--- src/rtl/seg_pkg.sv ---
// rtl/seg_pkg.sv - shared types and constants for the seven-segment scanner
// Contents: slot FSM state enum, active-low glyph table (gfedcba), off constants.
package seg_pkg;

    typedef enum logic {
        SLOT_BLANK = 1'b0,
        SLOT_SHOW  = 1'b1
    } slot_state_e;

    localparam logic [6:0] HEX_OFF = 7'h7F;
    localparam logic [7:0] AN_OFF  = 8'hFF;

    // Entry n is the active-low glyph for hex digit n; bit6=g .. bit0=a.
    localparam logic [15:0][6:0] GLYPH_TABLE = {
        7'b0001110,  // F
        7'b0000110,  // E
        7'b0100001,  // d
        7'b1000110,  // C
        7'b0000011,  // b
        7'b0001000,  // A
        7'b0010000,  // 9
        7'b0000000,  // 8
        7'b1111000,  // 7
        7'b0000010,  // 6
        7'b0010010,  // 5
        7'b0011001,  // 4
        7'b0110000,  // 3
        7'b0100100,  // 2
        7'b1111001,  // 1
        7'b1000000   // 0
    };

endpackage

--- src/rtl/seg_decode.sv ---
// rtl/seg_decode.sv - combinational hex nibble to active-low glyph converter
// Ports: nibble_i (4b value), glyph_o (7b active-low segments, bit0=a .. bit6=g).
module seg_decode
    import seg_pkg::*;
(
    input  logic [3:0] nibble_i,
    output logic [6:0] glyph_o
);

    assign glyph_o = GLYPH_TABLE[nibble_i];

endmodule

--- src/rtl/seg_scan.sv ---
// rtl/seg_scan.sv - eight-digit multiplexed seven-segment scanner with tear-free load
// Ports: clk, rst (async active-high), data_i (8 nibbles), en_i (digit mask),
//        load_i (capture strobe), busy_o (load pending), hex (active-low segments),
//        AN (active-low anodes), frame_o (pulse after each frame boundary).
module seg_scan
    import seg_pkg::*;
#(
    parameter int unsigned PRESCALE = 1000,
    parameter int unsigned BLANK    = 16
) (
    input  logic        clk,
    input  logic        rst,
    input  logic [31:0] data_i,
    input  logic [7:0]  en_i,
    input  logic        load_i,
    output logic        busy_o,
    output logic [6:0]  hex,
    output logic [7:0]  AN,
    output logic        frame_o
);

    localparam logic [15:0] CNT_MAX   = 16'(PRESCALE - 1);
    localparam logic [15:0] BLANK_CNT = 16'(BLANK);

    logic [15:0]  cnt_q, cnt_d;
    logic [2:0]   idx_q, idx_d;
    slot_state_e  state_q, state_d;
    logic [31:0]  pend_data_q, pend_data_d;
    logic [7:0]   pend_en_q, pend_en_d;
    logic         busy_q, busy_d;
    logic [31:0]  shadow_data_q, shadow_data_d;
    logic [7:0]   shadow_en_q, shadow_en_d;
    logic         frame_q;
    logic [6:0]   hex_q, hex_d;
    logic [7:0]   an_q, an_d;

    logic         wrap;
    logic         boundary;
    logic [6:0]   glyph_w;

    assign wrap     = (cnt_q == CNT_MAX);
    assign boundary = wrap && (idx_q == 3'd7);

    // Prescaler and digit index; idx wraps 7->0 naturally in 3 bits.
    always_comb begin
        cnt_d = wrap ? 16'd0 : cnt_q + 16'd1;
        idx_d = wrap ? idx_q + 3'd1 : idx_q;
    end

    // Slot FSM: state_q is SHOW exactly when cnt_q >= BLANK.
    always_comb begin
        state_d = state_q;
        case (state_q)
            SLOT_BLANK: if (!wrap && cnt_d == BLANK_CNT) state_d = SLOT_SHOW;
            SLOT_SHOW:  if (wrap)                        state_d = SLOT_BLANK;
            default:                                     state_d = SLOT_BLANK;
        endcase
    end

    // Double buffering: loads land in the pending register and are promoted to
    // the shadow only at the frame boundary, so a frame never mixes two loads.
    // A load arriving on the boundary itself bypasses pending entirely.
    always_comb begin
        pend_data_d   = pend_data_q;
        pend_en_d     = pend_en_q;
        busy_d        = busy_q;
        shadow_data_d = shadow_data_q;
        shadow_en_d   = shadow_en_q;
        if (boundary) begin
            if (load_i) begin
                shadow_data_d = data_i;
                shadow_en_d   = en_i;
            end else if (busy_q) begin
                shadow_data_d = pend_data_q;
                shadow_en_d   = pend_en_q;
            end
            busy_d = 1'b0;
        end else if (load_i) begin
            pend_data_d = data_i;
            pend_en_d   = en_i;
            busy_d      = 1'b1;
        end
    end

    seg_decode u_decode (
        .nibble_i (shadow_data_q[{idx_q, 2'b00} +: 4]),
        .glyph_o  (glyph_w)
    );

    always_comb begin
        hex_d = HEX_OFF;
        an_d  = AN_OFF;
        if (state_q == SLOT_SHOW && shadow_en_q[idx_q]) begin
            hex_d = glyph_w;
            an_d  = ~(8'd1 << idx_q);
        end
    end

    always_ff @(posedge clk or posedge rst) begin
        if (rst) begin
            cnt_q         <= 16'd0;
            idx_q         <= 3'd0;
            state_q       <= SLOT_BLANK;
            pend_data_q   <= 32'd0;
            pend_en_q     <= 8'd0;
            busy_q        <= 1'b0;
            shadow_data_q <= 32'd0;
            shadow_en_q   <= 8'd0;
            frame_q       <= 1'b0;
            hex_q         <= HEX_OFF;
            an_q          <= AN_OFF;
        end else begin
            cnt_q         <= cnt_d;
            idx_q         <= idx_d;
            state_q       <= state_d;
            pend_data_q   <= pend_data_d;
            pend_en_q     <= pend_en_d;
            busy_q        <= busy_d;
            shadow_data_q <= shadow_data_d;
            shadow_en_q   <= shadow_en_d;
            frame_q       <= boundary;
            hex_q         <= hex_d;
            an_q          <= an_d;
        end
    end

    assign busy_o  = busy_q;
    assign frame_o = frame_q;
    assign hex     = hex_q;
    assign AN      = an_q;

endmodule

--- config.mk ---
export PLATFORM = sky130hd
export DESIGN_NAME = seg_scan
export DESIGN_NICKNAME = d
export VERILOG_FILES = /design/src/rtl/seg_pkg.sv /design/src/rtl/seg_decode.sv /design/src/rtl/seg_scan.sv
export SDC_FILE = /design/constraint.sdc
export NUM_CORES = 1
export LEC_CHECK = 0
export ABC_AREA = 1
export CAP_MARGIN = 40
export CELL_PAD_IN_SITES_DETAIL_PLACEMENT = 1
export CELL_PAD_IN_SITES_GLOBAL_PLACEMENT = 2
export CORE_MARGIN = 4
export CORE_UTILIZATION = 37
export DETAILED_ROUTE_END_ITERATION = 7
export GPL_TIMING_DRIVEN = 0
export PLACE_DENSITY_LB_ADDON = 0.1
export RECOVER_POWER = 25
export SLEW_MARGIN = 20
export SYNTH_ARGS = -nofsm -noshare
export SYNTH_HDL_FRONTEND = slang
export SYNTH_SLANG_ARGS = --single-unit
--- constraint.sdc ---
create_clock -name clk -period 10.3 [get_ports clk]
set_clock_uncertainty 0.05 [all_clocks]
set_input_delay 1.545 -clock clk [delete_from_list [all_inputs] [get_ports clk]]
set_output_delay 1.545 -clock clk [all_outputs]
set_load 0.005 [all_outputs]
==> impl_metrics.toml <==
[outcome]
outcome = "finished with violations"
violations = "capacitance limit, slew limit"

[yosys]
syn_nets = 766
synth_edf_count = 0
yosys.cell_types.count = 37
synth.most_common_cell = "nand2_1"
synth_top_cell_by_area = "dfrtp_1"
synth.avg_cell_area_um2 = 8.25
synth_commonest_cells = "202 x nand2_1, 102 x dfrtp_1, 67 x inv_1"
ys_seq_area_frac = 0.503
synth.top_cell.area_share = 0.436
syn_area_um2 = 5860
syn_inst = 710
ys_ff_latch = 117
synthArstFlopShare = 1.00
ys_warn_count = 0
synth.area.top_cells = "dfrtp_1 44%, nand2_1 13%, dfstp_2 6.7%"
synth_flop_cell = "dfrtp_1"

[timing]
final_hold_viol_count = 0
final-max-slew-violation-count = 69
finalCritPeriodShare = 0.384
grt_setup_unrepaired = "false"
worst-slew-pin-transition_ns = 3.15
slew_headroom = -1.11
fin_crit_ns = 3.95
setup_viol = 0
fmax_ghz = 0.253
fin_setup_tns_ns = 0

[placed_design]
hpwlAfterDp_um = 12200
placed_cell_area_um2 = 6740
gp_congestion = 0.798
io_buffers = 58

[global_routing]
busiest_layer = "met2"
grt_use_met2 = 0.328
grt_pass1_vias = 5543
grt.total_usage = 0.200
grtUsageMet1 = 0.257
grt_use_met3 = 0.0533
antenna_found_initial = 1
grt_start_max_net_pins = 70
grt.overflow.total = 0
grt_pass1_wl_um = 28300

[setup_path]
critical_path_peak_fanout = 69
r2r_start = "cnt_q[0]"
slowest_delay_ns = 1.78
worst-r2r-setup-slack_ns = 7.34
end_kind = "asynchronous set/reset pin"
crit_path_start_kind = "input port"
cp_slowest_cell = "clkinvlp_2"
timing.rr.end = "pend_data_q[11]"
path_delay_family = "buffers and inverters"
arrival_ns = 3.92
path_cells = "dlygate4sd3_1 > clkinvlp_2"
crit_type = "in2async"
required_ns = 10.27
reg2reg_depth = 10
worst-path-buf-inv = 2

[clocking]
insertion_delay_ns = 0.43
numClockSinks = 117
cts_buffers = 17
cts_root_buf = "clkbuf_16"
post_cts_buffers = 0
clk_path_buf_depth = 2
ctsHoldBuffers = 0
clkTransAtPathRegs_ns = 0.05
post_cts_resized = 0
tritoncts = "yes"
htreeDepth = 4

[finish]
diodes = 0
fin_area_um2 = 7120
area_delta_synth_final_pct = 21.6
fin_nets = 844
drive_gt1_frac = 0.0802

[min_path]
min_delay_worst_endpoint = "pend_en_q[5]"
hp-class = "reg2reg"
min-delay-start = "pend_en_q[5]"
whs_path_depth = 2

[floorplan]
dieArea_um2 = 17900
fp-row-count = 45
die_y_um = 134
ios = 60
start_util = 0.381
die_x_um = 134
core_region_area_um2 = 15400

[route]
vias = 4982
postRouteAntennaNets = 0
drt_iter0_markers = 190
drc = 0
first_pass_iters = 4
wl_per_cell_um = 16.7
wl_um = 16800
vias_per_cell = 4.94

[power_and_ir_drop]
p_leak_nw = 3.44
power.density_nw_per_um2 = 149
irDropWorstVdd_uv = 122

[flow_run]
max_cap_violations = 1
[cell type report]
cell class	count	area (µm²)
Sequential cell	117	2950
Inverter	70	264
Buffer	34	160
Clock inverter	7	35.0
Multi-Input combinational cell	489	2390
Timing Repair Buffer	59	608
Tap cell	211	264
Clock buffer	22	454
Fill cell	1845	8250
[cells in the final DEF, fill, tap and decap left out, types with 3 or more instances in the layout]
cell type | netlist | layout
nand2_1 | 202 | 204
dfrtp_1 | 102 | 102
inv_1 | 67 | 66
o21ai_1 | 60 | 60
o21ai_0 | 57 | 57
clkdlybuf4s50_1 | 0 | 57
nand3_1 | 53 | 53
nor2_1 | 50 | 52
clkbuf_1 | 13 | 22
mux2i_1 | 17 | 17
clkbuf_16 | 0 | 17
dfstp_2 | 15 | 15
ha_1 | 13 | 13
buf_2 | 10 | 8
nand4_1 | 6 | 7
clkinv_2 | 0 | 7
buf_1 | 4 | 4
o211ai_1 | 4 | 4
inv_2 | 3 | 3
o22ai_1 | 3 | 3
xor2_1 | 3 | 3
[registers in the layout (all words and copies together), names as in the netlist]
signal and count:
pend_en_q 8, frame_o 1, cnt_q 16, shadow_en_q 8, shadow_data_q 32, idx_q 3, hex 7, state_q 1
busy_o 1, pend_data_q 32, AN 8
[logic make-up after synthesis]
family | after synthesis | share of synthesized area
XOR/XNOR | 3 | 0.00449
flip-flops | 117 | 0.503
AND/OR/NAND/NOR | 324 | 0.240
adder cells (fa/ha/maj) | 13 | 0.0278
AO/OA/AOI/OAI | 132 | 0.119
buffers and inverters | 104 | 0.0765
multiplexers | 17 | 0.0290
[worst reg2reg max path, cell delays in order, from the launching register on]
cell and delay [ns]:
dfrtp_1 0.40, ha_1 0.24, nand2_1 0.07, inv_1 0.11
nand2_1 0.09, nor4_1 0.24, nand4_1 0.51, nand2_1 0.54
clkbuf_1 0.44, nand2_1 0.12, o21ai_1 0.10
[worst max-delay path by stage]
stage,to,depth (start not counted),slack [ns],from
after global routing,pend_en_q[0],2,5.76,rst
final,pend_data_q[27],2,6.35,rst
after floorplan,busy_o,1,5.63,rst
after CTS,hex[1],1,7.24,hex[1]
after global placement,shadow_en_q[0],2,3.83,rst
after detailed placement,shadow_data_q[5],5,7.10,load_i
[power by group]
| group | internal, W | total, W | switching, W |
|---|---|---|---|
| clock | 0.000305 | 0.000507 | 0.000202 |
| combinational | 0.0000303 | 0.0000715 | 0.0000412 |
| sequential | 0.000475 | 0.000482 | 0.00000718 |
[per-layer routing]
| layer | vias to the layer above | wire length (µm) |
|---|---|---|
| met1 | 2441 | 7530 |
| met3 | 27 | 550 |
| met5 | - | 12 |
| met2 | 69 | 8430 |
| met4 | 2 | 286 |
| li1 | 2443 | - |
[through the flow]
stage	instances	total power (W)	hold WS [ns]	setup slack, ns	utilization
finish	1009	0.00106	0.421	6.35	0.463
global route	1009	0.00111	0.454	5.76	0.463
CTS	1009	0.00108	0.423	7.24	0.470
floorplan	710	0.000526	0.391	5.63	-
detailed placement	980	0.000563	0.409	7.10	0.438
global placement	979	0.000558	0.402	3.83	0.436
(Power assumes the default switching activity.)
